===== config.mk =====
export PLATFORM = sky130hd
export DESIGN_NAME = inference_sequencer
export DESIGN_NICKNAME = d
export VERILOG_FILES = /design/src/rtl/inference_sequencer.sv
export SDC_FILE = /design/constraint.sdc
export NUM_CORES = 1
export LEC_CHECK = 0
export ABC_AREA = 1
export CORE_AREA = 3 3 198 200
export DETAILED_ROUTE_END_ITERATION = 12
export DIE_AREA = 0 0 201 203
export PLACE_DENSITY = 0.68
export SLEW_MARGIN = 0
export SYNTH_ARGS = -nofsm -noshare
export SYNTH_HDL_FRONTEND = slang
export SYNTH_SLANG_ARGS = --single-unit

===== constraint.sdc =====
create_clock -name clk -period 5.85 [get_ports clk]
set_input_delay 1.17 -clock clk [delete_from_list [all_inputs] [get_ports clk]]
set_output_delay 1.17 -clock clk [all_outputs]
set_load 0.005 [all_outputs]

===== src/rtl/inference_sequencer.sv =====
// Job sequencer for an 8-row int8 systolic array: streams weights, then inputs,
// and buffers array results in a small FIFO with backpressure toward the row stream.
module inference_sequencer (
  input  logic        clk,
  input  logic        rst,
  input  logic        cmd_valid,
  output logic        cmd_ready,
  input  logic [6:0]  cmd_num_input,
  input  logic [1:0]  cmd_act_mode,
  input  logic [63:0] cmd_bias,
  input  logic        in_valid,
  output logic        in_ready,
  input  logic [63:0] in_data,
  output logic        start_weights,
  output logic        start_array,
  output logic        enable,
  output logic [63:0] systolic_data,
  output logic [63:0] bias_vec,
  output logic [6:0]  num_input,
  output logic [1:0]  activation_mode,
  input  logic        activated,
  input  logic [63:0] activations,
  output logic        out_valid,
  input  logic        out_ready,
  output logic [63:0] out_data,
  output logic        busy,
  output logic        done,
  output logic        ovf_err
);

  typedef enum logic [2:0] {IDLE, LOAD_W, GAP, FEED, DRAIN, DONE} state_t;

  state_t      state, state_nx;
  logic [2:0]  w_cnt;
  logic [6:0]  in_cnt, res_cnt;
  logic [63:0] fifo_mem [4];
  logic [1:0]  rd_ptr, wr_ptr;
  logic [2:0]  fifo_cnt;
  logic        accept, xfer, fifo_hold, push, pop, full, push_ok;

  always_comb begin
    cmd_ready     = (state == IDLE);
    accept        = cmd_valid & cmd_ready;
    // Hold off new rows once three results are waiting so in-flight ones still fit.
    fifo_hold     = (fifo_cnt >= 3'd3);
    in_ready      = ((state == LOAD_W) || (state == FEED)) && !fifo_hold;
    xfer          = in_valid & in_ready;
    systolic_data = xfer ? in_data : 64'h0;
    push          = activated & (state != IDLE);
    out_valid     = (fifo_cnt != 3'd0);
    out_data      = out_valid ? fifo_mem[rd_ptr] : 64'h0;
    pop           = out_valid & out_ready;
    full          = (fifo_cnt == 3'd4);
    push_ok       = push & (~full | pop);
    busy          = (state != IDLE);
  end

  always_comb begin
    state_nx      = state;
    enable        = 1'b0;
    start_weights = 1'b0;
    start_array   = 1'b0;
    done          = 1'b0;
    case (state)
      IDLE:   if (accept) state_nx = LOAD_W;
      LOAD_W: begin
        enable        = xfer;
        start_weights = xfer && (w_cnt == 3'd0);
        if (xfer && (w_cnt == 3'd7)) state_nx = GAP;
      end
      GAP:    state_nx = (num_input != 7'd0) ? FEED : DONE;
      FEED: begin
        enable      = xfer;
        start_array = xfer && (in_cnt == 7'd0);
        if (xfer && (in_cnt == num_input - 7'd1)) state_nx = DRAIN;
      end
      DRAIN: begin
        // Keep the array clocking to flush results unless the FIFO is backing up.
        enable = ~fifo_hold;
        if ((res_cnt == num_input) && (fifo_cnt == 3'd0)) state_nx = DONE;
      end
      DONE: begin
        done     = 1'b1;
        state_nx = IDLE;
      end
      default: state_nx = IDLE;
    endcase
  end

  always_ff @(posedge clk or posedge rst) begin
    if (rst) begin
      state           <= IDLE;
      w_cnt           <= 3'd0;
      in_cnt          <= 7'd0;
      res_cnt         <= 7'd0;
      bias_vec        <= 64'h0;
      num_input       <= 7'd0;
      activation_mode <= 2'd0;
      rd_ptr          <= 2'd0;
      wr_ptr          <= 2'd0;
      fifo_cnt        <= 3'd0;
      ovf_err         <= 1'b0;
    end else begin
      state <= state_nx;
      if (accept) begin
        bias_vec        <= cmd_bias;
        num_input       <= cmd_num_input;
        activation_mode <= cmd_act_mode;
        w_cnt           <= 3'd0;
        in_cnt          <= 7'd0;
        res_cnt         <= 7'd0;
      end else begin
        if ((state == LOAD_W) && xfer) w_cnt  <= w_cnt + 3'd1;
        if ((state == FEED) && xfer)   in_cnt <= in_cnt + 7'd1;
        if (push)                      res_cnt <= res_cnt + 7'd1;
      end
      if (push_ok)        wr_ptr  <= wr_ptr + 2'd1;
      if (pop)            rd_ptr  <= rd_ptr + 2'd1;
      if (push & ~push_ok) ovf_err <= 1'b1;
      case ({push_ok, pop})
        2'b10:   fifo_cnt <= fifo_cnt + 3'd1;
        2'b01:   fifo_cnt <= fifo_cnt - 3'd1;
        default: fifo_cnt <= fifo_cnt;
      endcase
    end
  end

  // Storage needs no reset: out_data is gated by out_valid.
  always_ff @(posedge clk) begin
    if (push_ok) fifo_mem[wr_ptr] <= activations;
  end

endmodule


# == Word-level counts from Yosys, hierarchy flattened ==
# Memories as Yosys holds them, arrays and structs flattened.
# Index checks and enable logic that the tools add are counted.
# word_totals
output_inout_bits,210
mem_count,1
ram_bits,256
register_bits,101
in_bits,207
word_cells,90
# op_classes
mux,21
n_eq_ne,15
reduce_logical,23
magnitude_cmp,1
bitwise_logic,10
addsub,8
# memory_table
memory,depth,word_bits,rd,rd_clocked_by_memory_dff,write_ports,line,source
fifo_mem,4,64,1,0,1,36,logic [63:0] fifo_mem [4];
# ops
cell,count
2-to-1 mux 64 bit,2
2-to-1 mux 7 bit,4
2-to-1 mux 3 bit,7
case mux 3 bit (5 select lines),1
"adder 7 x 1 -> 7 bit, second input constant",2
equality test 7 bit,2
"equality test 3 bit, second input constant",4
zero test 3 bit,3
logical AND 1 bit,8
nonzero test 2 bit,4
zero test 7 bit,1
nonzero test 7 bit,1
"subtractor 7 x 1 -> 7 bit, second input constant",1
"adder 3 x 1 -> 3 bit, second input constant",2
bitwise AND 1 bit,6
"equality test 3 x 2 -> 1 bit, second input constant",2
case mux 3 bit (2 select lines),1
nonzero test 3 bit,2
2-to-1 mux 1 bit,5
"adder 2 x 1 -> 2 bit, second input constant",2
"inequality test 2 x 1 -> 1 bit, second input constant",2
"inequality test 2 bit, second input constant",2
AND reduction 4 bit,1
"equality test 3 x 1 -> 1 bit, second input constant",1
10 further kinds,12

# == Longest topological paths before layout ==
# logic_depth
depth_word,7
mapped_depth,14

# == Least setup slack after synthesis ==
# No wires, ideal clock.
# synth_path
path_type,input to register
startpoint,input activated
endpoint,"memory fifo_mem[0][0], enable pin"
arrival_ns,4.188
path_buffers,0
setup_slack_ns,1.176
cell_stages,4
path_cell_list,inv_1 -> nor2_4 -> nand2_2 -> nor2_1
# synth_between
elab_chain_cells,4
# synth_rtl
element,line,source
"start, declared",21,"input logic activated,"
bitwise AND 1 bit,49,push = activated & (state != IDLE);
bitwise AND 1 bit,54,push_ok = push & (~full | pop);
2-to-1 mux 1 bit,130,if (push_ok) fifo_mem[wr_ptr] <= activations;
2-to-1 mux 1 bit (implied by the code),130,
"end, declared",36,
# Every way passes these cells.

# == Worst setup path in the final report ==
# layout_path
startpoint,register rd_ptr[0]
endpoint,output out_data[49]
# layout_between
elab_chain_cells,2
# layout_rtl
element,line,source
"start, declared",37,"logic [1:0] rd_ptr, wr_ptr;"
"start signal, assigned",118,if (pop) rd_ptr <= rd_ptr + 2'd1;
memory (4 x 64 bit),-,
2-to-1 mux 64 bit,51,out_data = out_valid ? fifo_mem[rd_ptr] : 64'h0;
"end, declared",25,"output logic [63:0] out_data,"
# Every way passes these cells.

==> impl_summary.txt <==
----------------------------------------------------
[CTS]
  Clock slew at the register clock pins of the worst setup and hold paths ... 0.05 ns
  Post-CTS Hold Buffers ... 0
  Clock latency of the later-clocked register in the worst-skew pair ... 0.55 ns
  Total setup buffers inserted after CTS ... 0
  Clock tree from TritonCTS ... built
  Number of buffers created by CTS ... 39
  CTS resizes ... 0
  Worst-case clock buffer depth ... 3
  Level count of the clock H-tree ... 2
  Number of clock sinks ... 357
  CTS root buf ... clkbuf_16

[Timing]
  Upper clock frequency limit ... 225 MHz
  Final count of pins violating max slew ... 0
  Skew final ... 0.0249 ns
  Worst slew margin ... 27.4%
  WHS ... 0.470 ns
  Final min period ... 4.45 ns
  Hold Vio Cnt, Final ... 0
  Worst-Margin Slew ... 1.09 ns
  Setup TNS after final layout ... 0 ns
  Finish-stage setup viols ... 0
  Final clock period utilization by the worst path ... 76.0%
  Setup repair after global routing missed its margin ... no

[Finish]
  Post-layout net count ... 2091
  Flip-flop and latch area ... 10200 sq um
  Share of post-route cells with drive strength above 1 ... 5.37%
  Fillcell total ... 3230
  Growth of design area from synthesis to finish ... 39.4%
  Multi-input logic area ... 4100 sq um

[Synthesis]
  Post-synthesis cell area ... 15000 sq um
  Post-synth top area share ... 51.1%
  Sequential-to-total area share from yosys stat ... 67.9%
  Most numerous cell in the Yosys netlist ... nor2_1
  Synthesized flop and latch total ... 357
  Warnings from Yosys ... 0
  Synthesized Nets ... 1694
  Synth area leaders ... edfxtp_1 51%, dfrtp_1 17%, nor2_1 8.9%, nand2_1 6.9%, o21ai_0 4.7%
  Post-Synthesis Cells ... 1474
  Synth async-reset ratio ... 28.3%
  Primary flip-flop cell chosen by synthesis mapping ... edfxtp_1
  Library cells used by synthesis ... 31
  Post-synth EDFFs ... 256
  Most numerous cell types in the synthesized netlist ... 356 x nor2_1, 277 x nand2_1, 256 x edfxtp_1
  Library cell occupying the most area in the post-synthesis netlist ... edfxtp_1
  Avg Synthesized Cell Area ... 10.2 sq um

[Global route]
  Pin count of the biggest net entering global routing ... 101
  Number of antenna violations at the first check in global routing ... 3
  Number of global-route vias before repair ... 11600
  GRT Util Overall ... 19.4%
  First-pass GRT wire length ... 62800 microns
  Global-route congestion overflow total ... 0

[Worst setup path]
  Crit start category ... flop
  Signal arrival time at the worst endpoint ... 3.28 ns
  Critical path class ... flop to output pin
  Required time reported for the critical path endpoint ... 4.68 ns
  Kind of capture point of the worst setup path ... output pin
  Highest fanout seen on the critical path ... 100

[Drt]
  Avg WL per Cell ... 16.7 microns
  First DRT Iteration DRCs ... 623
  Vias post-DR ... 11500
  Total Routed Length ... 40400 microns
  Antenna viol nets, final ... 0
  Iteration count of the initial detailed-routing pass ... 5
  DR vias/cell ... 4.76
  Residual DRC count ... 0

[Floorplan]
  Top-Level Pins ... 417
  Floorplan Core Area ... 37600 sq um
  Die Y ... 203 microns
  Starting density of the core ... 40.0%
  Core Rows ... 71
  Floorplan die area ... 40800 sq um
  Horiz. Die Dim ... 201 microns

[Pwr]
  Sequential Power Share ... 36.4%
  Power spent charging and discharging nets ... 3.55 mW
  Power per cell area ... 493 nW/um^2
  Static leakage ... 8.32 nW
  Net switching share of the total power ... 34.3%
  IR Drop Worst-Case VDD ... 0.300 mV
  Comb power frac ... 40.8%
  Clock share of power ... 22.9%
  Internal Power ... 6.79 mW

[Min path]
  Worst hold path class ... flop to flop

[Placed design]
  Port-buffer cells ... 416
  Global placement routability congestion ... 0.878
  DP HPWL ... 25800 microns

[Outcome]
  Status ... completed

[Flow run]
  Max-cap viol count ... 0

----------------------------------------------------
metal layers:
layer | global-route usage, % | wire length (microns) | vias to the layer above
li1 | - | - | 5609
met1 | 23.1 | 16200 | 5445
met2 | 33.5 | 19700 | 361
met3 | 6.33 | 3440 | 68
met4 | 6.30 | 1020 | 4
met5 | 0 | 23 | -
worst paths after layout:
check,start,end,slack (ns),cells after the start
worst max-delay path,rd_ptr[0],out_data[49],1.40,6
worst min-delay path,bias_vec[57],bias_vec[57],0.47,2
worst max register to register,state[0],fifo_mem[3][57],3.35,7
worst min register to register,bias_vec[57],bias_vec[57],0.47,2
max in group asynchronous,rst,bias_vec[48],3.71,3
min in group asynchronous,rst,bias_vec[5],1.18,2
sequential cells by signal, indices dropped and copies added, names as in the netlist:
register and cells:
w_cnt 3, num_input 7, fifo_mem 256, res_cnt 7, bias_vec 64, activation_mode 2
wr_ptr 2, ovf_err 1, in_cnt 7, fifo_cnt 3, state 3, rd_ptr 2
cells by family after synthesis:
logic type / after synthesis / share of synthesized area [%]
buffers and inverters: 193 / 5.05
AO/OA/AOI/OAI: 222 / 7.47
adder cells (fa/ha/maj): 13 / 1.13
flip-flops: 357 / 67.9
XOR/XNOR: 15 / 0.874
AND/OR/NAND/NOR: 674 / 17.5
critical path, stage by stage (launching register included):
cell             delay [ns]
dfrtp_4                0.66
buf_4                  0.86
nor2_1                 0.11
nor2_1                 0.13
o21ai_0                0.10
a21oi_1                0.21
clkdlybuf4s50_1        0.56
through the flow:
step / area [sq um] / util, % / cells / setup WS [ns] / total power [mW]
finish: 21000 / 55.8 / 2413 / 1.40 / 10.3
floorplan: 15000 / - / 1474 / 1.18 / 5.78
CTS: 21000 / 55.8 / 2412 / 1.36 / 10.5
global route: 21000 / 55.8 / 2413 / 1.10 / 11.1
detailed placement: 19700 / 52.4 / 2341 / 1.50 / 8.06
global placement: 19700 / 52.4 / 2341 / 1.58 / 8.00
power groups by stage:
stage	logic [mW]	clock network [mW]	registers [mW]
after global placement	4.21	0	3.79
after floorplan	2.05	0	3.73
final	4.22	2.37	3.76
after global routing	4.70	2.55	3.83
after detailed placement	4.26	0	3.80
after CTS	4.28	2.44	3.76
layout by cell type, fill, tap and decap left out, drive strengths merged, types with 2 or more instances in the layout:
cell type,n
clkdlybuf4s50,416
xor2,7
nand3,19
ha,12
bufinv,2
nor3,8
buf,14
xnor2,8
o21ai,145
clkinv,17
inv,118
dfrtp,101
nand4,3
clkinvlp,3
clkbuf,50
a21oi,74
nand2,281
o21bai,2
edfxtp,256
nor2,360
area by class of cell:
type / instances / area share, %
Inverter: 119 / 2.15
Tap cell: 511 / 3.05
Multi-Input combinational cell: 924 / 19.5
Clock buffer: 50 / 5.09
Antenna cell: 1 / 0.0119
Timing Repair Buffer: 430 / 20.4
Clock inverter: 21 / 0.949
Sequential cell: 357 / 48.8
Power figures use the tool's default switching activity.
